$ cat src/rtl/router_fifo.sv
// router_fifo: per-port packet FIFO for the router.
// Each entry stores a payload byte plus a header marker bit. Reading a header
// entry loads a packet byte counter so pkt_active tracks bytes still owed to
// the destination client (payload plus trailing parity byte).
// Optional feature: define ROUTER_FIFO_OVERFLOW_ERR_EN to add a sticky
// overflow_err output, set whenever a write arrives while the FIFO is full.
module router_fifo #(
  parameter int DEPTH = 16,
  parameter int WIDTH = 8
) (
  input  logic             clk,
  input  logic             rst,
  input  logic             soft_reset,
  input  logic             write_enb,
  input  logic             read_enb,
  input  logic             lfd_state,
  input  logic [WIDTH-1:0] data_in,
  output logic [WIDTH-1:0] data_out,
  output logic             full,
  output logic             empty,
`ifdef ROUTER_FIFO_OVERFLOW_ERR_EN
  output logic             overflow_err,
`endif
  output logic             pkt_active
);

  localparam int AW = $clog2(DEPTH);
  localparam int PW = AW + 1;
  localparam int CW = 7;

  // Entry layout: bit WIDTH is the header marker, bits WIDTH-1:0 the byte.
  logic [WIDTH:0]   mem_q [DEPTH];

  logic [PW-1:0]    wr_ptr_q, wr_ptr_d;
  logic [PW-1:0]    rd_ptr_q, rd_ptr_d;
  logic [WIDTH-1:0] data_out_q, data_out_d;
  logic [CW-1:0]    pkt_cnt_q, pkt_cnt_d;

  logic             wr_fire;
  logic             rd_fire;
  logic [WIDTH:0]   rd_entry;
  logic [CW-1:0]    hdr_cnt;

  // Pointer compare: equal pointers mean empty; same address with opposite
  // wrap bits means the writer is a full lap ahead.
  assign empty = (wr_ptr_q == rd_ptr_q);
  assign full  = (wr_ptr_q[AW-1:0] == rd_ptr_q[AW-1:0]) &&
                 (wr_ptr_q[AW] != rd_ptr_q[AW]);

  // Full and empty are taken from the pre-edge pointers, so a simultaneous
  // read on full or write on empty only lets the legal side through.
  assign wr_fire  = write_enb && !full;
  assign rd_fire  = read_enb && !empty;
  assign rd_entry = mem_q[rd_ptr_q[AW-1:0]];

  // Header byte bits 7:2 carry the payload length; +1 accounts for parity.
  assign hdr_cnt = CW'(rd_entry[WIDTH-1:2]) + CW'(1);

  assign data_out   = data_out_q;
  assign pkt_active = (pkt_cnt_q != '0);

  // Next-state for pointers, read data and packet counter; soft_reset flushes
  // everything and wins over any read or write in the same cycle.
  always_comb begin
    wr_ptr_d   = wr_ptr_q;
    rd_ptr_d   = rd_ptr_q;
    data_out_d = data_out_q;
    pkt_cnt_d  = pkt_cnt_q;
    if (soft_reset) begin
      wr_ptr_d   = '0;
      rd_ptr_d   = '0;
      data_out_d = '0;
      pkt_cnt_d  = '0;
    end else begin
      if (wr_fire) begin
        wr_ptr_d = wr_ptr_q + PW'(1);
      end
      if (rd_fire) begin
        rd_ptr_d   = rd_ptr_q + PW'(1);
        data_out_d = rd_entry[WIDTH-1:0];
        if (rd_entry[WIDTH]) begin
          // A new header always restarts the count, even mid-packet.
          pkt_cnt_d = hdr_cnt;
        end else if (pkt_cnt_q != '0) begin
          pkt_cnt_d = pkt_cnt_q - CW'(1);
        end
      end
    end
  end

  // Control state registers with synchronous active-low reset.
  always_ff @(posedge clk) begin
    if (!rst) begin
      wr_ptr_q   <= '0;
      rd_ptr_q   <= '0;
      data_out_q <= '0;
      pkt_cnt_q  <= '0;
    end else begin
      wr_ptr_q   <= wr_ptr_d;
      rd_ptr_q   <= rd_ptr_d;
      data_out_q <= data_out_d;
      pkt_cnt_q  <= pkt_cnt_d;
    end
  end

  // Storage array; contents survive reset since the pointers define validity.
  always_ff @(posedge clk) begin
    if (rst && !soft_reset && wr_fire) begin
      mem_q[wr_ptr_q[AW-1:0]] <= {lfd_state, data_in};
    end
  end

`ifdef ROUTER_FIFO_OVERFLOW_ERR_EN
  logic overflow_err_q;

  assign overflow_err = overflow_err_q;

  // Sticky flag for writes dropped on full; only the hard reset clears it.
  always_ff @(posedge clk) begin
    if (!rst) begin
      overflow_err_q <= 1'b0;
    end else if (write_enb && full) begin
      overflow_err_q <= 1'b1;
    end
  end
`endif

endmodule

$ cat config.mk
export PLATFORM = sky130hd
export DESIGN_NAME = router_fifo
export DESIGN_NICKNAME = d
export VERILOG_FILES = /design/src/rtl/router_fifo.sv
export SDC_FILE = /design/constraint.sdc
export NUM_CORES = 1
export LEC_CHECK = 0
export ABC_AREA = 1
export CAP_MARGIN = 20
export CELL_PAD_IN_SITES_DETAIL_PLACEMENT = 1
export CELL_PAD_IN_SITES_GLOBAL_PLACEMENT = 1
export CORE_ASPECT_RATIO = 0.75
export CORE_UTILIZATION = 40
export DETAILED_ROUTE_END_ITERATION = 16
export PLACE_DENSITY_LB_ADDON = 0.1
export SLEW_MARGIN = 25
export SYNTH_ARGS = -nofsm -noshare
export SYNTH_HDL_FRONTEND = slang
export SYNTH_SLANG_ARGS = --single-unit
$ cat constraint.sdc
create_clock -name clk -period 2.9 [get_ports clk]
set_clock_uncertainty 0.2 [all_clocks]
set_input_delay 0.58 -clock clk [delete_from_list [all_inputs] [get_ports clk]]
set_output_delay 0.58 -clock clk [all_outputs]
set_load 0.02 [all_outputs]
==> qor.csv <==
stage;metric;value;unit
status;status;finished clean;
logic_synthesis;mappedNetlistNets;720;
power;p_int;4.25;mW
logic_synthesis;synth_flop_cell;edfxtp_1;
final_layout;layout_commonest_cell;nand2_1;
place;pre_cts_ws;0.200;ns
timing;setup_viol;0;
power;p_leak;3.36;nW
final_layout;drive_above_1_share;12.3;%
route;vias_per_cell;5.26;
final_layout;design_area;8750;um^2
place;postPlaceCellArea;8100;um^2
logic_synthesis;netlist_area;7460;um^2
timing;hold_viol_final;0;
global_route;grt_first_pass_wirelength;32.2;mm
setup_path;worstSetupPathType;reg2out;
floorplanning;core-area;18000;um^2
clocking;cts_tree;yes;
route;vias;5257;
timing;fin_hold_ws;0.301;ns
logic_synthesis;synth_edf_count;144;
timing;fin_ws;0.187;ns
final_layout;fillCellCount;1994;
clocking;clk_latency;0.43;ns
final_layout;seq_area;4910;um^2
timing;setup_tns;0;ns
logic_synthesis;async_flop_share;0;%
clocking;path_clk_slew;0.07;ns
final_layout;layout_common_cells;nand2_1 (152), edfxtp_1 (144), nand3_1 (71);
final_layout;n_antenna_cell;0;
power;p_clk_share;44.5;%
route;firstDrtPassIters;4;
clocking;cts.sinks;173;
logic_synthesis;yosysSeqAreaShare;65.7;%
global_route;grt_remaining_overflow;0;
power;power_frac_seq;49.2;%
floorplanning;die_w;160;um
power;power_density;630;nW/um^2
floorplanning;io-pin-count;25;
setup_path;arrival;1.93;ns
final_layout;multi_input_area;2070;um^2
setup_path;cp-start-kind;flip-flop;
logic_synthesis;avgSynthCellArea;10.7;um^2
route;drt_iter0_drc;450;
clocking;h-tree-depth;4;
global_route;grt_pass1_vias;5447;
setup_path;cp_max_fo;5;
floorplanning;die_h;120;um
timing;worst_slew_pin_slew;0.634;ns
timing;fin_crit_sh;93.6;%
run;maxCapViolCount;0;
clocking;cts_root_buffer;clkbuf_16;
setup_path;rr_worst_depth;14;
place;hpwl;13.8;mm
place;gp_congestion;0.794;
clocking;clockBufferDepth;2;
timing;finalMaxSlewViolations;0;
route;routedWlPerCell;20.8;um
hold_path;hold_path_depth;2;
power;ir_drop;0.000355;V
global_route;grt_antenna_before_repair;0;
power;switching_share;23.0;%
setup_path;r2r_setup_slack;0.42;ns
final_layout;nets;767;
clocking;ctsResizeCount;1;
timing;rsz0062_at_grt;no;
route;routed_wirelength;20.8;mm
timing;fmaxAchievable;369;MHz
logic_synthesis;synthesis.instances;698;
timing;fin_crit;2.71;ns
route;drtAntennaViolNets;0;
timing;slew_headroom;57.7;%
route;route.detailed.drc;0;
floorplanning;rows;42;
hold_path;hold_path.class;reg2reg;
setup_path;end_kind;output port;
power;pwr-share-comb;6.2;%
clocking;postCtsSetupBuffers;0;
logic_synthesis;synth_warnings;0;
global_route;grtUsageTotal;23.0;%
clocking;holdBufCountCts;0;
floorplanning;dieArea;19200;um^2
logic_synthesis;ys_seq_elements;173;
clocking;cts_buffers;17;
final_layout;syn2layout_area_growth;17.2;%
place;port_buffers;24;
power;p_switching;1.27;mW
setup_path;required;2.12;ns
floorplanning;start_util;41.5;%
global_route;grt_max_degree;68;
logic_synthesis;synth_cell_types;34;
state kept, by name, summed over array words and instances (netlist names), named ones only:
| name | count |
|---|---|
| rd_ptr_q | 5 |
| data_out | 8 |
| mem_q | 144 |
| wr_ptr_q | 5 |
| pkt_cnt_q | 7 |
cells by family (layout without fill, tap and decap cells):
kind of cell               after synthesis  count (layout)  share of synthesized area, %
buffers and inverters                  101             161                          6.52
adders and majority gates                8               8                          1.34
DFF                                    173             173                          65.7
AOI/OAI and AO/OA                      102             102                          7.98
and+or+nand+nor                        306             306                          17.5
xor gates and xnor gates                 8               8                         0.939
worst paths after layout:
| check | start | end |
|---|---|---|
| worst min-delay path | wr_ptr_q[4]$_SDFFE_PP0P_ | wr_ptr_q[4]$_SDFFE_PP0P_ |
| worst min register to register | wr_ptr_q[4]$_SDFFE_PP0P_ | wr_ptr_q[4]$_SDFFE_PP0P_ |
| worst max-delay path | wr_ptr_q[0]$_SDFFE_PP0P_ | empty |
| worst max register to register | flip-flop | pkt_cnt_q[4]$_SDFFE_PP0P_ |
power groups by stage:
stage          clock (mW)  combinational, mW  sequential [mW]
2_1_floorplan           0              0.183             2.77
3_3_place_gp            0              0.334             2.77
3_5_place_dp            0              0.342             2.77
4_1_cts              2.50              0.345             2.71
5_1_grt              2.59              0.375             2.71
6_report             2.46              0.343             2.71
Yosys cell counts, types with 2 or more instances:
library cell	count	area share, %
a31oi_1	5	0.42
a21oi_1	23	1.5
or2_2	2	0.17
xor2_1	7	0.82
o211ai_1	9	0.91
nor2_1	64	3.2
inv_1	63	3.2
buf_4	6	0.60
buf_6	9	1.4
buf_2	11	0.74
edfxtp_1	144	58
nand2_2	5	0.42
o221ai_1	6	0.70
a21oi_2	3	0.35
o22ai_1	2	0.17
nand3_1	71	4.8
o21ai_0	48	3.2
ha_1	8	1.3
dfxtp_1	29	7.8
nand2_1	152	7.6
inv_2	3	0.15
o21ai_1	3	0.20
clkbuf_1	5	0.25
clkinv_1	2	0.10
nand3_2	6	0.80
nor3_1	4	0.27
final cells by class:
cell class	count	share of cell area (%)
Sequential cell	173	56.1
Multi-Input combinational cell	424	23.7
Timing Repair Buffer	60	6.39
Clock inverter	10	1.24
Inverter	69	2.99
Clock buffer	22	6.16
Tap cell	242	3.46
worst max-delay path, stage by stage, from the launching register on:
cell and delay, ns:
dfxtp_1 0.36, xor2_1 0.17, nor2_1 0.16, nand3_1 0.13
inv_1 0.08, clkdlybuf4s50_1 0.59
layer usage:
| layer | wire [um] | track usage (%) | part of all wire (%) |
|---|---|---|---|
| met2 | 9810 | 37.6 | 47 |
| met4 | 212 | 5.89 | 1.0 |
| met1 | 9820 | 31.0 | 47 |
| met5 | 0 | 0 | 0 |
| met3 | 983 | 5.25 | 4.7 |
per-stage QoR:
stage / std cells / utilization (%) / total power [mW]
6_report: 1000 / 48.7 / 5.51
5_1_grt: 1000 / 48.7 / 5.68
4_1_cts: 1000 / 48.7 / 5.56
3_5_place_dp: 968 / 45.1 / 3.11
3_3_place_gp: 968 / 45.1 / 3.10
2_1_floorplan: 698 / - / 2.95
Note: power is estimated with default switching activity, not from simulation.
